<file path="src/rtl/sample_stream_tx.sv">
// rtl/sample_stream_tx.sv - per-channel sample request, capture and serial DAC shifter
module sample_stream_tx #(
  parameter int SAMPLE_W     = 16,
  parameter int CLKS_PER_BIT = 4,
  parameter int TIMEOUT      = 15
) (
  input  logic                clk,
  input  logic                reset,
  input  logic                sample_tick,
  input  logic                sample_ready,
  input  logic [SAMPLE_W-1:0] sample,
  output logic                generate_next,
  output logic                dac_sclk,
  output logic                dac_sdata,
  output logic                dac_frame,
  output logic                busy,
  output logic                timeout_err,
  output logic                missed_tick
);

  localparam int CYC_W  = $clog2(CLKS_PER_BIT);
  localparam int BIT_W  = $clog2(SAMPLE_W);
  localparam int WAIT_W = $clog2(TIMEOUT + 1);

  localparam logic [CYC_W-1:0]  CYC_LAST  = CYC_W'(CLKS_PER_BIT - 1);
  localparam logic [CYC_W-1:0]  CYC_HALF  = CYC_W'(CLKS_PER_BIT / 2);
  localparam logic [BIT_W-1:0]  BIT_LAST  = BIT_W'(SAMPLE_W - 1);
  localparam logic [WAIT_W-1:0] WAIT_LAST = WAIT_W'(TIMEOUT - 1);

  typedef enum logic [1:0] {IDLE, REQ, WAIT, SHIFT} state_t;

  state_t              state, state_n;
  logic [SAMPLE_W-1:0] shift_q, shift_n;
  logic [BIT_W-1:0]    bit_q, bit_n;
  logic [CYC_W-1:0]    cyc_q, cyc_n;
  logic [WAIT_W-1:0]   wait_q, wait_n;
  logic                timeout_set;

  always_comb begin
    state_n     = state;
    shift_n     = shift_q;
    bit_n       = bit_q;
    cyc_n       = cyc_q;
    wait_n      = wait_q;
    timeout_set = 1'b0;
    case (state)
      IDLE: begin
        if (sample_tick) state_n = REQ;
      end
      REQ: begin
        state_n = WAIT;
        wait_n  = '0;
      end
      WAIT: begin
        if (sample_ready) begin
          shift_n = sample;
          bit_n   = '0;
          cyc_n   = '0;
          state_n = SHIFT;
        end else if (wait_q == WAIT_LAST) begin
          // generator never answered: emit a silent frame so the DAC keeps its cadence
          shift_n     = '0;
          bit_n       = '0;
          cyc_n       = '0;
          timeout_set = 1'b1;
          state_n     = SHIFT;
        end else begin
          wait_n = wait_q + 1'b1;
        end
      end
      SHIFT: begin
        if (cyc_q == CYC_LAST) begin
          cyc_n = '0;
          if (bit_q == BIT_LAST) begin
            state_n = IDLE;
            shift_n = '0;
            bit_n   = '0;
          end else begin
            bit_n   = bit_q + 1'b1;
            shift_n = {shift_q[SAMPLE_W-2:0], 1'b0};
          end
        end else begin
          cyc_n = cyc_q + 1'b1;
        end
      end
      default: state_n = IDLE;
    endcase
  end

  // outputs are registered from next-state values so they line up with the state they describe
  always_ff @(posedge clk or negedge reset) begin
    if (!reset) begin
      state         <= IDLE;
      shift_q       <= '0;
      bit_q         <= '0;
      cyc_q         <= '0;
      wait_q        <= '0;
      generate_next <= 1'b0;
      dac_sclk      <= 1'b0;
      dac_sdata     <= 1'b0;
      dac_frame     <= 1'b0;
      busy          <= 1'b0;
      timeout_err   <= 1'b0;
      missed_tick   <= 1'b0;
    end else begin
      state         <= state_n;
      shift_q       <= shift_n;
      bit_q         <= bit_n;
      cyc_q         <= cyc_n;
      wait_q        <= wait_n;
      generate_next <= (state_n == REQ);
      busy          <= (state_n != IDLE);
      dac_sdata     <= (state_n == SHIFT) && shift_n[SAMPLE_W-1];
      dac_sclk      <= (state_n == SHIFT) && (cyc_n >= CYC_HALF);
      dac_frame     <= (state_n == SHIFT) && (bit_n == '0);
      timeout_err   <= timeout_err | timeout_set;
      missed_tick   <= missed_tick | (sample_tick && (state != IDLE));
    end
  end

endmodule

</file>
<file path="config.mk">
export PLATFORM = sky130hd
export DESIGN_NAME = sample_stream_tx
export DESIGN_NICKNAME = d
export VERILOG_FILES = /design/src/rtl/sample_stream_tx.sv
export SDC_FILE = /design/constraint.sdc
export NUM_CORES = 1
export LEC_CHECK = 0
export CORE_MARGIN = 2
export CORE_UTILIZATION = 50
export DETAILED_ROUTE_END_ITERATION = 10
export PLACE_DENSITY = 0.85
export SYNTH_ARGS = -nofsm -noshare
export SYNTH_HDL_FRONTEND = slang
export SYNTH_SLANG_ARGS = --single-unit
</file>
<file path="constraint.sdc">
create_clock -name clk -period 2.3 [get_ports clk]
set_input_delay 0.345 -clock clk [delete_from_list [all_inputs] [get_ports clk]]
set_output_delay 0.345 -clock clk [all_outputs]
set_load 0.01 [all_outputs]
</file>
* Word level (Yosys, flattened, before mapping)
Cells that the tools add are included.
** Word-level totals
- Flip-flop bits (word level) :: 35
- Bits of input ports :: 20
- Output and inout port bits :: 7
- Word-level logic and storage cells :: 69
** Cells by class
- Add/subtract/negate cells :: 3
- Order comparisons :: 1
- Equality and inequality tests :: 12
- Mux-type cells :: 26
- Bitwise gates (word level) :: 2
- Reductions and logical operators :: 12
** Operators with widths (count)
- 16-bit two-way mux :: 4
- 16-bit one-hot mux with 2 select lines :: 1
- 4-bit two-way mux :: 6
- 2-bit two-way mux :: 8
- 4-bit one-hot mux with 2 select lines :: 2
- 4-bit by 1-bit adder with 4-bit output, second input constant :: 2
- 2-bit == test, second input constant :: 4
- 4-bit == test, second input constant :: 2
- 2-bit one-hot mux with 4 select lines :: 1
- 2-bit nonzero test :: 4
- 2-bit != test, second input constant :: 3
- 3-bit AND reduction :: 2
- 2-bit by 1-bit == test with 1-bit output, second input constant :: 2
- 1-bit logical AND :: 4
- 4-bit logical NOT :: 1
- 2-bit one-hot mux with 2 select lines :: 1
- 1-bit two-way mux :: 3
- 3-bit != test, second input constant :: 1
- 2-bit by 1-bit adder with 2-bit output, second input constant :: 1
- 2-bit greater-or-equal comparator, second input constant :: 1
- 2-bit logical NOT :: 1
- 1-bit OR :: 2

* Depth between registers and ports, before layout
Gate-level depths: netlist (run 1).
- Depth in word-level cells :: 6
- Mapped depth :: 9
- Gate-level depth less buffers :: 7

* Worst setup path after synthesis (run 1)
Ideal clock, no wire load.
- Path type :: register to register
- Start :: register wait_q[0]
- End :: register dac_frame
- Data arrival time :: 1.668 ns
- Required time :: 2.161 ns
- Slack :: 0.493 ns
- Stages on the path, launching flop included :: 9
- Buffers on the path :: 1
- Period minus slack after synthesis :: 1.807 ns
- Path through :: dfrtp_1 inv_1 ha_1 and3_1 buf_6 o31ai_4 o21bai_4 mux2_2 nor4b_2
** Between the ends
- Cells in the longest elaborated chain, start to end :: 6
** RTL lines
- start: declaration :: RTL line 36 : logic [WAIT_W-1:0] wait_q, wait_n;
- start signal: assignment :: RTL line 110 : wait_q <= wait_n;
- 4-bit == test :: RTL line 60 : end else if (wait_q == WAIT_LAST) begin
- 4-bit two-way mux :: RTL line 60
- 4-bit two-way mux :: RTL line 55 : if (sample_ready) begin
- 4-bit one-hot mux with 2 select lines :: RTL line 46 : case (state)
- named net bit_n[0] :: RTL line 34 : logic [BIT_W-1:0] bit_q, bit_n;
- 4-bit logical NOT :: RTL line 115 : dac_frame <= (state_n == SHIFT) && (bit_n == '0);
- 1-bit logical AND :: RTL line 115
- end signal: assignment :: RTL line 115
- end: declaration :: RTL line 15 : output logic dac_frame,
The timed path passes the listed nets, and every way through them passes these cells.
A chain may end at the register's enable or synchronous reset.

* Final worst setup path (run 1)
- Start :: register wait_q[0]
- End :: register shift_q[15]
** Between the ends
- Cells in the longest elaborated chain, start to end :: 4
** RTL lines
- 4-bit == test :: RTL line 60
- 16-bit two-way mux :: RTL line 60
- 16-bit two-way mux :: RTL line 55
- 16-bit one-hot mux with 2 select lines :: RTL line 46
- named net shift_n[15] :: RTL line 33 : logic [SAMPLE_W-1:0] shift_q, shift_n;
- end signal: assignment :: RTL line 107 : shift_q <= shift_n;
- end: declaration :: RTL line 33
The timed path passes the listed nets, and every way through them passes these cells. The select of a mux whose other input is x is not followed.

==> results of run 1 <==
-- logic make-up after synthesis --
group / Yosys count
buffers and inverters: 28
AO/OA/AOI/OAI: 41
multiplexers: 1
adder cells (fa/ha/maj): 4
AND/OR/NAND/NOR: 35
flip-flops: 35
XOR/XNOR: 1
-- final cells by class --
cell class	instances	area [um2]
Multi-Input combinational cell	82	608
Tap cell	44	55.1
Sequential cell	35	876
Timing Repair Buffer	29	283
Inverter	19	71.3
Clock buffer	7	65.1
Fill cell	254	1090
Clock inverter	1	7.51
-- path summary, 6_finish.rpt --
kind | slack (ns) | to | cells past startpoint
min in group clk | 0.46 | timeout_err | 1
max in group asynchronous | 1.59 | dac_frame | 2
worst max-delay path | 0.35 | shift_q[15] | 7
worst min-delay path | 0.39 | missed_tick | 2
worst min register to register | 0.46 | timeout_err | 1
worst max register to register | 0.35 | shift_q[15] | 7
-- critical path, cell delays in order, from the launching register on --
cell and delay, ns:
dfrtp_1 0.44, inv_1 0.08, ha_1 0.14, and3_1 0.30, o31ai_4 0.08, o21bai_4 0.29, a222oi_1 0.44, inv_1 0.09
-- Yosys cell counts (2+ instances only) --
library cell  count
dfrtp_1          35
inv_1            17
a222oi_1         15
nand2_1           9
a21oi_1           7
nor2_1            5
nor3_1            5
o21ai_0           5
and3_1            4
clkbuf_1          4
ha_1              4
buf_2             3
a22o_1            2
buf_6             2
inv_2             2
nand2b_1          2
nand3_1           2
o21ai_1           2
o41ai_1           2
-- per-stage QoR --
stage,instance area [um2],cells
final,1970,217
after detailed placement,1890,209
after floorplan,1610,145
after global placement,1890,209
after global routing,1970,217
after CTS,1970,217
-- routing by layer --
metal | global-route usage (%) | up-vias
li1 | - | 588
met1 | 24.6 | 604
met2 | 34.3 | 45
met3 | 6.40 | 5
met4 | 7.45 | 0
met5 | 0 | -
-- state kept, by name (all words and copies together), names as in the netlist --
register	flops
bit_q	4
busy	1
cyc_q	2
dac_frame	1
dac_sclk	1
dac_sdata	1
generate_next	1
missed_tick	1
shift_q	16
state	2
timeout_err	1
wait_q	4
-- power by group through the flow --
stage / Sequential (uW) / Combinational [uW] / Clock [uW]
after floorplan: 913 / 506 / 0
after global placement: 926 / 653 / 0
after detailed placement: 943 / 693 / 0
after CTS: 930 / 695 / 385
after global routing: 954 / 781 / 415
final: 930 / 688 / 374
-- cells in the final DEF, fill, tap and decap left out, types with 2 or more instances in the layout --
cell type | synthesis | final
nand2b_1 | 2 | 2
nor2_1 | 5 | 5
inv_2 | 2 | 2
a21oi_1 | 7 | 7
o21ai_0 | 5 | 5
clkbuf_8 | 0 | 2
nand3_1 | 2 | 2
clkdlybuf4s50_1 | 0 | 26
nand2_1 | 9 | 9
clkbuf_4 | 0 | 5
buf_4 | 0 | 3
a222oi_1 | 15 | 15
nor3_1 | 5 | 5
o41ai_1 | 2 | 2
inv_1 | 17 | 17
o21ai_1 | 2 | 2
ha_1 | 4 | 4
dfrtp_1 | 35 | 35
a22o_1 | 2 | 2
and3_1 | 4 | 4
==> qor.yml, run 1 <==
vias: 1242
ys_ff_latch: 35
seqPwrFrac_pct: 46.7
arrival_ns: 2.17
ir_drop_mv: 0.500
p_sw_uw: 677
start_kind: "register"
wl_met2_mm: 1.65
synth_top_family_by_area: "compound AO/OA/AOI/OAI gates"
clock_latency_ns: 0.34
maxCapViolations: 0
avgSynthCellArea_um2: 11.1
yosys.area_share.simple_pct: 12.1
power_density_nw_per_um2: 1010
rsz0062_at_grt: "no"
utilization_pct: 64.4
finClkSkew_ns: 0.0120
cts_sinks: 35
fmax_ghz: 0.512
drive_gt1_share_pct: 10.4
fin_nets: 196
routedWlPerCell_um: 14.5
die_w_um: 60.7
crit_path_max_fanout: 17
post_drt_via_cell_ratio: 5.72
final_hold_viol_count: 0
status: "completed"
hold_buffers: 0
wl_mm: 3.15
fin_crit_sh_pct: 84.9
p_leak_uw: 0.000960
synth_top_area_share_pct: 54.5
antennaDiodeCount: 0
start_util_pct: 52.7
drt_iter0_drc: 128
tightest_slew_ns: 0.574
synth_compound_area_share_pct: 21.4
yosysSeqAreaShare_pct: 54.5
first_global_vias: 1240
synth-async-reset-ratio_pct: 100
fin_worst_hold_slack_ns: 0.394
slew_viol_final: 0
clk_pin_slew_ns: 0.11
setup_violations: 0
place.detailed.hpwl_mm: 2.31
pre_cts_ws_ns: 0.308
cts_resized: 0
die-area_um2: 3690
route.detailed.drc: 0
rows: 20
m1WireLength_mm: 1.28
crit_start: "wait_q[0]"
end_kind: "register"
ant_nets: 0
gp_congestion: 0.854
wl_met3_um: 185
setup_ws_ns: 0.347
synth_xor_area_share_pct: 0.545
dr.max_layer_used: "met4"
hold_class: "input pin to async pin"
die_y_um: 60.7
maxSlewHeadroom_pct: 61.7
syn_nets: 169
grt_max_degree: 36
num_io_pins: 27
tritoncts: "yes"
worst_ep_required_time_ns: 2.52
worst-setup-path-type: "register to register"
synth_area_um2: 1610
grt_use_total_pct: 20.3
synth_edf_count: 0
p_comb_share_pct: 34.5
grt_overflow_total: 0
timing.rr.start: "wait_q[0]"
power_frac_clock_pct: 18.8
coreArea_um2: 3050
grt_pass1_wl_mm: 5.42
cts_buffers: 5
synth_area_leaders: "dfrtp_1 54%, a222oi_1 9.3%, inv_1 4.0%"
first_pass_iters: 4
layout_min_cycle_time_ns: 1.95
finalPower_uw: 1990
synth_cells: 145
areaGrowthSynthToFinish_pct: 22.3
synth_fa_ha_area_share_pct: 3.11
muxShareOfSynthArea_pct: 0.700
synth_top_area_cell: "dfrtp_1"
numPortBuffers: 26
antenna_found_initial: 0
ys.warnings.count: 0
swShare_pct: 34.0
synth.distinct_cells: 37
cts_setup_buffers: 0
fin_setup_tns_ns: 0
power.internal_uw: 1310
htree_levels: 2
ys.flop_type: "dfrtp_1"
clockBufferDepth: 2
root_buffer: "clkbuf_4"
Power figures use the tool's default switching activity.
==> run 2, diff against run 1 <==
==> constraint.sdc (replaced) <==
create_clock -name clk -period 1.9 [get_ports clk]
set_input_delay 0.285 -clock clk [delete_from_list [all_inputs] [get_ports clk]]
set_output_delay 0.285 -clock clk [all_outputs]
set_load 0.01 [all_outputs]
==> qor.yml, run 2 (synthesis gave the netlist of run 1 again) <==
routedWlPerCell_um: 15.6  # was 14.5 um
gp_congestion: 0.782  # was 0.854
setup_ws_ns: 0.0645  # was 0.347 ns
numPortBuffers: 26  # unchanged
rows: 20  # unchanged
maxCapViolations: 0  # unchanged
layout_commonest_cell: "dfrtp_1"  # unchanged
rsz0062_at_grt: "yes"  # was no
crit_family: "compound AO/OA/AOI/OAI gates"  # unchanged
hold_class: "input pin to async pin"  # unchanged
swShare_pct: 34.2  # was 34.0%
drt_iter0_drc: 122  # was 128
status: "completed"  # unchanged
worst-setup-path-type: "register to register"  # unchanged
die-area_um2: 3690  # unchanged
tritoncts: "yes"  # unchanged
crit_path_max_fanout: 15  # was 17
fin_worst_hold_slack_ns: 0.337  # was 0.394 ns
first_pass_iters: 4  # unchanged
clk_pin_slew_ns: 0.10  # was 0.11 ns
path_cells: "inv_2 > ha_4 > and3_4 > o31ai_4 > o21bai_4 > buf_12 > a222oi_1 > inv_1"  # was inv_1 > ha_1 > and3_1 > o31ai_4 > o21bai_4 > a222oi_1 > inv_1
critPathSlowestCell: "dfrtp_1"  # unchanged
layout_min_cycle_time_ns: 1.84  # was 1.95 ns
antenna_found_initial: 0  # unchanged
maxSlewHeadroom_pct: 68.7  # was 61.7%
cts_buffers: 5  # unchanged
power_density_nw_per_um2: 1250  # was 1010 nW/um2
ant_nets: 0  # unchanged
placed_cell_area_um2: 1940  # was 1890 um2
p_leak_uw: 0.000994  # was 0.000960 uW
areaGrowthSynthToFinish_pct: 27.3  # was 22.3%
cts_sinks: 35  # unchanged
die_y_um: 60.7  # unchanged
drive_gt1_share_pct: 15.6  # was 10.4%
fin_crit_sh_pct: 96.6  # was 84.9%
finClkSkew_ns: 0.0102  # was 0.0120 ns
post_drt_via_cell_ratio: 5.71  # was 5.72
root_buffer: "clkbuf_4"  # unchanged
utilization_pct: 67.0  # was 64.4%
wl_mm: 3.50  # was 3.15 mm
seqPwrFrac_pct: 44.4  # was 46.7%
tightest_slew_ns: 0.470  # was 0.574 ns
antennaDiodeCount: 0  # unchanged
arrival_ns: 2.06  # was 2.17 ns
fmax_ghz: 0.545  # was 0.512 GHz
fin_nets: 203  # was 196
slowest_delay_ns: 0.45  # was 0.44 ns
p_comb_share_pct: 37.9  # was 34.5%
final_cell_mix: "35 x dfrtp_1, 26 x clkdlybuf4s50_1, 16 x inv_1, 15 x a222oi_1"  # was 35 x dfrtp_1, 26 x clkdlybuf4s50_1, 17 x inv_1, 15 x a222oi_1, 9 x nand2_1
place.detailed.hpwl_mm: 2.45  # was 2.31 mm
top_register: "shift_q"  # unchanged
final_hold_viol_count: 0  # unchanged
grt_use_total_pct: 21.3  # was 20.3%
end_kind: "register"  # unchanged
vias: 1280  # was 1242
power_frac_clock_pct: 17.8  # was 18.8%
grt_pass1_wl_mm: 5.71  # was 5.42 mm
worst_ep_required_time_ns: 2.12  # was 2.52 ns
crit_buf_inv: 3  # was 2
nFillCells: 256  # was 254
slew_viol_final: 0  # unchanged
start_util_pct: 52.7  # unchanged
clockBufferDepth: 2  # unchanged
setup_violations: 0  # unchanged
start_kind: "register"  # unchanged
num_io_pins: 27  # unchanged
reg.largest.list: "shift_q (16), bit_q (4), wait_q (4)"  # unchanged
htree_levels: 2  # unchanged
ir_drop_mv: 0.663  # was 0.500 mV
final_area_um2: 2050  # was 1970 um2
power.internal_uw: 1680  # was 1310 uW
pre_cts_ws_ns: 0.0544  # was 0.308 ns
p_sw_uw: 877  # was 677 uW
grt_max_degree: 36  # unchanged
clock_latency_ns: 0.35  # was 0.34 ns
grt_overflow_total: 0  # unchanged
coreArea_um2: 3050  # unchanged
die_w_um: 60.7  # unchanged
largest_register_ffs: 16  # unchanged
first_global_vias: 1297  # was 1240
route.detailed.drc: 0  # unchanged
[run 2: worst reg2reg max path: stages (launching register included)]
cell      delay, ns
dfrtp_1        0.45
inv_2          0.09
ha_4           0.12
and3_4         0.20
o31ai_4        0.06
o21bai_4       0.21
buf_12         0.16
a222oi_1       0.36
inv_1          0.08
[run 2: layer usage]
metal,part of all wire [%],track usage (%),vias to the layer above
li1,-,-,605
met1,40,24.5,620
met2,53,38.2,52
met3,5.8,6.40,3
met4,0.83,6.52,0
met5,0,0,-
[run 2: layout make-up]
| type | instances | area, um2 | area share, % |
|---|---|---|---|
| clock buffers | 8 | 68.8 | 3.36 |
| inverters | 19 | 71.3 | 3.48 |
| multi-input cells | 82 | 628 | 30.7 |
| flip-flops and latches | 35 | 876 | 42.8 |
| well taps | 44 | 55.1 | 2.69 |
| repair buffers | 36 | 348 | 17.0 |
[run 2: path summary, 6_finish.rpt]
path	cells after the start	from	to	slack, ns
max reg2reg	8	wait_q[0]	shift_q[10]	0.06
max	8	wait_q[0]	shift_q[10]	0.06
min in group clk	1	missed_tick	missed_tick	0.49
min	2	reset	bit_q[1]	0.34
min reg2reg	1	missed_tick	missed_tick	0.49
max in group asynchronous	2	reset	shift_q[1]	1.25
[run 2: power by group through the flow]
stage | Clock, uW | Combinational, uW | Sequential [uW]
3_3_place_gp | 0 | 855 | 1120
3_5_place_dp | 0 | 910 | 1140
6_report | 456 | 970 | 1140
2_1_floorplan | 0 | 612 | 1100
5_1_grt | 501 | 1090 | 1170
4_1_cts | 469 | 923 | 1130
[run 2: through the flow]
step | TNS, ns | total power [uW] | cells
6_report | 0 | 2560 | 224
2_1_floorplan | 0 | 1720 | 145
3_3_place_gp | 0 | 1970 | 214
3_5_place_dp | 0 | 2050 | 214
5_1_grt | -0.0419 | 2750 | 224
4_1_cts | 0 | 2520 | 222
[run 2: timing repair]
action	CTS	global route
resized for setup	1	4
endpoints found under the setup margin	1	11
pin swaps	1	4
hold buffers	0	0
setup buffers	0	2
